--- src/rtl/gpio_irq_unit_if.sv ---
// rtl/gpio_irq_unit_if.sv - per-pin event inputs, irq configuration and status outputs of gpio_irq_unit
interface gpio_irq_unit_if #(
  parameter int unsigned NrGpios = 32
) ();
  logic [NrGpios-1:0]      gpio_en_i;
  logic [NrGpios-1:0]      r_edge_i;
  logic [NrGpios-1:0]      f_edge_i;
  logic [NrGpios-1:0]      level_i;
  logic [NrGpios-1:0]      irq_en_i;
  logic [NrGpios-1:0][2:0] irq_type_i;
  logic [NrGpios-1:0]      clr_i;
  logic [NrGpios-1:0]      pending_o;
  logic [NrGpios-1:0]      missed_o;
  logic                    irq_o;
  logic                    irq_pulse_o;

  modport master (
    output gpio_en_i, r_edge_i, f_edge_i, level_i, irq_en_i, irq_type_i, clr_i,
    input  pending_o, missed_o, irq_o, irq_pulse_o
  );

  modport slave (
    input  gpio_en_i, r_edge_i, f_edge_i, level_i, irq_en_i, irq_type_i, clr_i,
    output pending_o, missed_o, irq_o, irq_pulse_o
  );
endinterface

--- src/rtl/gpio_irq_unit.sv ---
// rtl/gpio_irq_unit.sv - per-pin sticky interrupt pending/missed status with aggregated irq line
module gpio_irq_unit #(
  parameter int unsigned NrGpios = 32
) (
  input logic           clk,
  input logic           rst_ni,
  gpio_irq_unit_if.slave bus
);

  localparam logic [2:0] ModeRise = 3'b000;
  localparam logic [2:0] ModeFall = 3'b001;
  localparam logic [2:0] ModeBoth = 3'b010;
  localparam logic [2:0] ModeHigh = 3'b011;
  localparam logic [2:0] ModeLow  = 3'b100;

  logic [NrGpios-1:0] mode_hit;
  logic [NrGpios-1:0] edge_mode;
  logic [NrGpios-1:0] trig;
  logic [NrGpios-1:0] pending_d, pending_q;
  logic [NrGpios-1:0] missed_d, missed_q;
  logic               irq;
  logic               irq_q;

  // Reserved encodings leave mode_hit low so those pins can never fire.
  always_comb begin
    mode_hit  = '0;
    edge_mode = '0;
    for (int unsigned i = 0; i < NrGpios; i++) begin
      case (bus.irq_type_i[i])
        ModeRise: begin
          mode_hit[i]  = bus.r_edge_i[i];
          edge_mode[i] = 1'b1;
        end
        ModeFall: begin
          mode_hit[i]  = bus.f_edge_i[i];
          edge_mode[i] = 1'b1;
        end
        ModeBoth: begin
          mode_hit[i]  = bus.r_edge_i[i] | bus.f_edge_i[i];
          edge_mode[i] = 1'b1;
        end
        ModeHigh: mode_hit[i] = bus.level_i[i];
        ModeLow:  mode_hit[i] = ~bus.level_i[i];
        default:  mode_hit[i] = 1'b0;
      endcase
    end
  end

  assign trig = bus.gpio_en_i & bus.irq_en_i & mode_hit;

  // A trigger beats a simultaneous clear; a clear in the same cycle as a
  // re-trigger is treated as acknowledging the old event, not a miss.
  assign pending_d = trig | (pending_q & ~bus.clr_i);
  assign missed_d  = (trig & pending_q & edge_mode & ~bus.clr_i) | (missed_q & ~bus.clr_i);

  always_ff @(posedge clk or negedge rst_ni) begin
    if (!rst_ni) begin
      pending_q <= '0;
      missed_q  <= '0;
      irq_q     <= 1'b0;
    end else begin
      pending_q <= pending_d;
      missed_q  <= missed_d;
      irq_q     <= irq;
    end
  end

  assign irq             = |pending_q;
  assign bus.pending_o   = pending_q;
  assign bus.missed_o    = missed_q;
  assign bus.irq_o       = irq;
  assign bus.irq_pulse_o = irq & ~irq_q;

endmodule

--- src/flat_wrapper.sv ---
// flat-port wrapper written by rule: the top's interface ports become plain ports
module gpio_irq_unit_flat 
#(
  parameter int unsigned NrGpios = 32
)
  (clk, rst_ni, bus_gpio_en_i, bus_r_edge_i, bus_f_edge_i, bus_level_i, bus_irq_en_i, bus_irq_type_i, bus_clr_i, bus_pending_o, bus_missed_o, bus_irq_o, bus_irq_pulse_o);
  gpio_irq_unit_if #(.NrGpios(NrGpios)) bus_i ();
  input logic clk;
  input logic rst_ni;
  input wire logic [$bits(bus_i.gpio_en_i)-1:0] bus_gpio_en_i;
  input wire logic [$bits(bus_i.r_edge_i)-1:0] bus_r_edge_i;
  input wire logic [$bits(bus_i.f_edge_i)-1:0] bus_f_edge_i;
  input wire logic [$bits(bus_i.level_i)-1:0] bus_level_i;
  input wire logic [$bits(bus_i.irq_en_i)-1:0] bus_irq_en_i;
  input wire logic [$bits(bus_i.irq_type_i)-1:0] bus_irq_type_i;
  input wire logic [$bits(bus_i.clr_i)-1:0] bus_clr_i;
  output wire logic [$bits(bus_i.pending_o)-1:0] bus_pending_o;
  output wire logic [$bits(bus_i.missed_o)-1:0] bus_missed_o;
  output wire logic [$bits(bus_i.irq_o)-1:0] bus_irq_o;
  output wire logic [$bits(bus_i.irq_pulse_o)-1:0] bus_irq_pulse_o;
  assign bus_i.gpio_en_i = bus_gpio_en_i;
  assign bus_i.r_edge_i = bus_r_edge_i;
  assign bus_i.f_edge_i = bus_f_edge_i;
  assign bus_i.level_i = bus_level_i;
  assign bus_i.irq_en_i = bus_irq_en_i;
  assign bus_i.irq_type_i = bus_irq_type_i;
  assign bus_i.clr_i = bus_clr_i;
  assign bus_pending_o = bus_i.pending_o;
  assign bus_missed_o = bus_i.missed_o;
  assign bus_irq_o = bus_i.irq_o;
  assign bus_irq_pulse_o = bus_i.irq_pulse_o;
  gpio_irq_unit #(.NrGpios(NrGpios)) u_core (.clk(clk), .rst_ni(rst_ni), .bus(bus_i));
endmodule
--- config.mk ---
export PLATFORM = sky130hd
export DESIGN_NAME = gpio_irq_unit_flat
export DESIGN_NICKNAME = d
export VERILOG_FILES = /design/src/rtl/gpio_irq_unit_if.sv /design/src/rtl/gpio_irq_unit.sv /design/src/flat_wrapper.sv
export SDC_FILE = /design/constraint.sdc
export NUM_CORES = 1
export LEC_CHECK = 0
export CAP_MARGIN = 20
export CELL_PAD_IN_SITES_DETAIL_PLACEMENT = 1
export CELL_PAD_IN_SITES_GLOBAL_PLACEMENT = 1
export CORE_MARGIN = 1.5
export CORE_UTILIZATION = 24
export DETAILED_ROUTE_END_ITERATION = 6
export HOLD_SLACK_MARGIN = 0.1
export PLACE_DENSITY = 0.9
export SETUP_SLACK_MARGIN = 0.15
export SYNTH_ARGS = -nofsm -noshare
export SYNTH_HDL_FRONTEND = slang
export SYNTH_SLANG_ARGS = --single-unit
--- constraint.sdc ---
create_clock -name clk -period 1.5 [get_ports clk]
set_clock_uncertainty 0.05 [all_clocks]
set_input_delay 0.15 -clock clk [delete_from_list [all_inputs] [get_ports clk]]
set_output_delay 0.15 -clock clk [all_outputs]
set_load 0.02 [all_outputs]
Word level (Yosys, flattened, before mapping). Cells that the tools add are included.

Register bits: 65. Bits in latches: 0. Memory bits (writable): 0. ROM bits: 0. Input port bits: 290. Output and inout bits: 66. Word-level logic and storage cells: 336. Memories: 0.

Add/subtract/negate cells: 0. Multipliers: 0. Div/mod/pow operators: 0. Order comparisons: 0. Equality and inequality tests: 128. Shift-type cells: 0. Mux-type cells: 64. Bitwise operators: 76. Reduce and logical (&&, ||, !) cells: 65.

Operator list (number): $and 32x32->32 (7); $eq 3x2->1 const B (64); $pmux 1 s5 (32); $eq 3x1->1 const B (32); $eq 3x3->1 const B (32); $logic_not 3->1 (32); $reduce_or 3->1 (32); $or 32x32->32 (2); $not 1->1 (33); $mux 1 (32); $not 32->32 (1); $or 1x1->1 (32); $reduce_or 32->1 (1); $and 1x1->1 (1).

Logic depth before layout (Yosys ltp).
Word-level depth: 7. Mapped depth: 3. Mapped depth without buffers: 3.

Least setup slack after synthesis. No wires, ideal clock.

Kind: reg-to-reg. Start: register u_core.pending_q[21] (netlist: u_core.bus.pending_o[21]). End: register u_core.irq_q. Setup time: 0.151 ns. Data arrival time: 1.225 ns. Required time: 1.299 ns. Slack: 0.074 ns. Stages on the path, launching flop included: 4. Buffers on the path: 0. Clock period less this slack: 1.426 ns. Cells stage by stage: dfrtp_1 -> nor4_1 -> nand4_1 -> or2_2.

Word-level cells in the longest chain between the ends: 1.

RTL lines: start, declared (line gpio_irq_unit.sv:19) `logic [NrGpios-1:0] pending_d, pending_q;`; start signal, assigned (line gpio_irq_unit.sv:62) `pending_q <= pending_d;`; $reduce_or 32->1 (line gpio_irq_unit.sv:68) `assign irq = |pending_q;`; via bus_irq_o (line flat_wrapper.sv:19) `output wire logic [$bits(bus_i.irq_o)-1:0] bus_irq_o;`; end signal, assigned (line gpio_irq_unit.sv:64) `irq_q <= irq;`; end, declared (line gpio_irq_unit.sv:22) `logic irq_q;`.

The timed path passes the listed nets, and every way through them passes these cells.

Final worst setup path.
Start: register u_core.pending_q[7] (netlist: u_core.bus.pending_o[7]). End: output port bus_irq_o.

Word-level cells in the longest chain between the ends: 1.

RTL lines (line): $reduce_or 32->1 (gpio_irq_unit.sv:68); end, declared (flat_wrapper.sv:19).

Every way passes these cells.

==> metrics.txt <==
status=finished, violations left; failing checks=negative setup slack; Tightest Pin Transition=~0.44 ns; fmax=0.4970 GHz; Yosys reg bits=65; Synth Cell Area=4790 um2; combinational fraction of design power=35.9%; Clock Path Buffers=2; Post-Synthesis Cells=475; Crit Path Category=register to output port; crit path launch=u_core.bus.pending_o[7]$_DFF_PN0_; total leakage power=0.004310 uW; Initial Util=24.53%; Pint=4436 uW; Synth-to-Final Area Change=104.9%; clk root buf=clkbuf_16; DR DRC count=0; NumNets Final=1214; ANT nets after route=0; TritonCTS clock tree=yes; total grt overflow=0; die height=144.3 um; row count=51; Pins Over Slew Limit=0; top-count cell post-synth=dfrtp_1; GPL Wtd Cong=0.8320; Worst-Skew Late Latency=0.33 ns; Final Instance Area=between 9000 and 10000 um2; CORE AREA=19530 um2; die width=144.3 um; Synth cell types=27; min cycle time layout=2.012 ns; critical path required time=about 1.3 ns; main flop type after synthesis=dfrtp_1; Switch Pwr=1694 uW; Pwr Density=624.6 nW/um2; Worst-path clk slew=~0.05 ns; vias in the first global route=around 6800; initial antenna violation count=1; Clock power frac=33.3%; # H-tree levels=3; RSZ-0062 raised after global routing=yes; Worst Hold Margin=between 0.2 and 0.25 ns; routed wire length=23410 um; Crit. End Element=output port; largest net degree at the start of global routing=34; Sink Count=65; IO buf count=355; dpl hpwl=roughly 20000 um; Slew headroom=70.59%; Avg WL per Cell=19.61 um; Hold Crit Class=input pin to asynchronous set/reset pin; fraction of the yosys area taken by sequential cells=33.96%; crit-path max FO=2; cell taking the most area after synthesis=dfrtp_1; non-filler cells, final=1194; Die Area=between 20000 and 25000 um2; Mapped Avg Cell Area=10.08 um2; layout cells sized above 1=23.25%; crit path DAT=1.81 ns; Final period util=134.1%; R2R Path Start=u_core.bus.pending_o[12]$_DFF_PN0_; most common library cells after synthesis=dfrtp_1, inv_1, nand2_1, nor4b_1; max_cap viols=0; Max VDD drop=0.4592 mV; Inst Count DP=1173; Hold Vio Cnt, Final=0; Pwr Total=6130 uW; Synth area leaders=dfrtp_1, mux2_2, nor4b_1; number of diodes=0; fillers=2220; Total GRT Usage=21.48%; drt pass-1 iters=4; Synthesized Nets=765; Seq pwr share=30.9%; routed vias/inst=a little over 5; Post-synth EDFFs=0; YS warnings=0; startpoint types=register; initial DRC count=101; Setup-failing EPs final=4; io pins=356; setup ws final=-0.5122 ns; via count=just over 6000; Placed Area=9283 um2; switching part of the total=27.64%; final setup TNS=-1.054 ns; share of flip-flops with an asynchronous set or reset=100.0%; area share of the largest cell type after synthesis=33.96%; first-pass GRT wire length=34540 um; CTS buffer count=9
[power by group through the flow]
| stage | registers [uW] | logic, uW | clock network, uW |
|---|---|---|---|
| 6_report | 1890 | 2200 | 2040 |
| 5_1_grt | 1900 | 2350 | 2170 |
| 4_1_cts | 1890 | 2160 | 2100 |
| 3_5_place_dp | 1910 | 2140 | 0 |
| 3_3_place_gp | 1900 | 2090 | 0 |
| 2_1_floorplan | 2030 | 488 | 0 |
[repair_timing]
item | 4_1_cts | 5_1_grt
hold buffers | 1 | 0
setup endpoints to repair | 76 | 44
pin swaps | 5 | 7
buffers inserted | 1 | 3
endpoints found under the hold margin | 65 | 0
gates resized for setup | 155 | 60
[cell type report]
| cell class | count | area, um2 | share of cell area (%) |
|---|---|---|---|
| sequential | 65 | 1637 | 16.68 |
| tap | 265 | 331.6 | 3.378 |
| clock buffer | 14 | 284.0 | 2.894 |
| inverter | 64 | 240.2 | 2.448 |
| timing repair buffer | 438 | 4138 | 42.16 |
| multi-input combinational | 346 | 3174 | 32.34 |
| clock inverter | 2 | 10.01 | 0.1020 |
[cells by family after synthesis]
group | share of synthesized area [%]
AOI/OAI and AO/OA | 32.31
and+or+nand+nor | 21.21
DFF | 33.96
buffers and inverters | 5.016
muxes | 7.497
[cell usage in the layout, fill, tap and decap left out, types with 10 or more instances in the layout]
master and n:
nand2_1 32, inv_1 64, a21oi_1 15, and3b_1 31, o31ai_1 30, or4b_1 15
a221oi_2 10, buf_4 66, clkdlybuf4s15_2 12, a21bo_1 16, a221oi_1 15, mux2_2 30
nor4b_1 30, o2bb2ai_1 20, a21o_1 15, or4_4 11, dlygate4sd2_1 32, a32oi_1 31
buf_6 19, dfrtp_1 57, buf_2 15, clkdlybuf4s50_1 286
[final timing paths]
path                            slack, ns                                  to  cells after the start
worst min register to register       0.44   u_core.bus.missed_o[23]$_DFF_PN0_                      1
min in group clk                     0.27   u_core.bus.missed_o[13]$_DFF_PN0_                      4
worst max register to register      -0.03   u_core.bus.missed_o[12]$_DFF_PN0_                      6
max in group asynchronous            0.68  u_core.bus.pending_o[21]$_DFF_PN0_                      3
worst min-delay path                 0.21    u_core.bus.missed_o[2]$_DFF_PN0_                      2
worst max-delay path                -0.51                           bus_irq_o                      5
[per-stage QoR]
step,utilization (%),setup slack [ns]
floorplan,-,0.1614
global placement,47.54,-0.5629
detailed placement,47.54,-0.6549
CTS,49.62,-0.5719
global route,50.26,-0.5928
finish,50.26,-0.5122
[critical path: stages, from the launching register on]
cell and delay [ns]:
dfrtp_2 0.41, nor4_2 0.28, buf_4 0.15, nand4_1 0.21, or2_4 0.31, buf_6 0.13
[registers in the layout, indices dropped and copies added (netlist names)]
signal,cells
u_core.bus.missed_o,32
u_core.bus.pending_o,32
u_core.irq_q,1
[routing by layer]
layer	vias to the layer above	global-route usage (%)	wire length (um)
met5	-	0	13
met4	2	8.293	660
met3	45	6.391	1963
met2	252	42.91	12650
met1	2926	20.23	8126
li1	2870	-	-
Power figures use the tool's default switching activity.
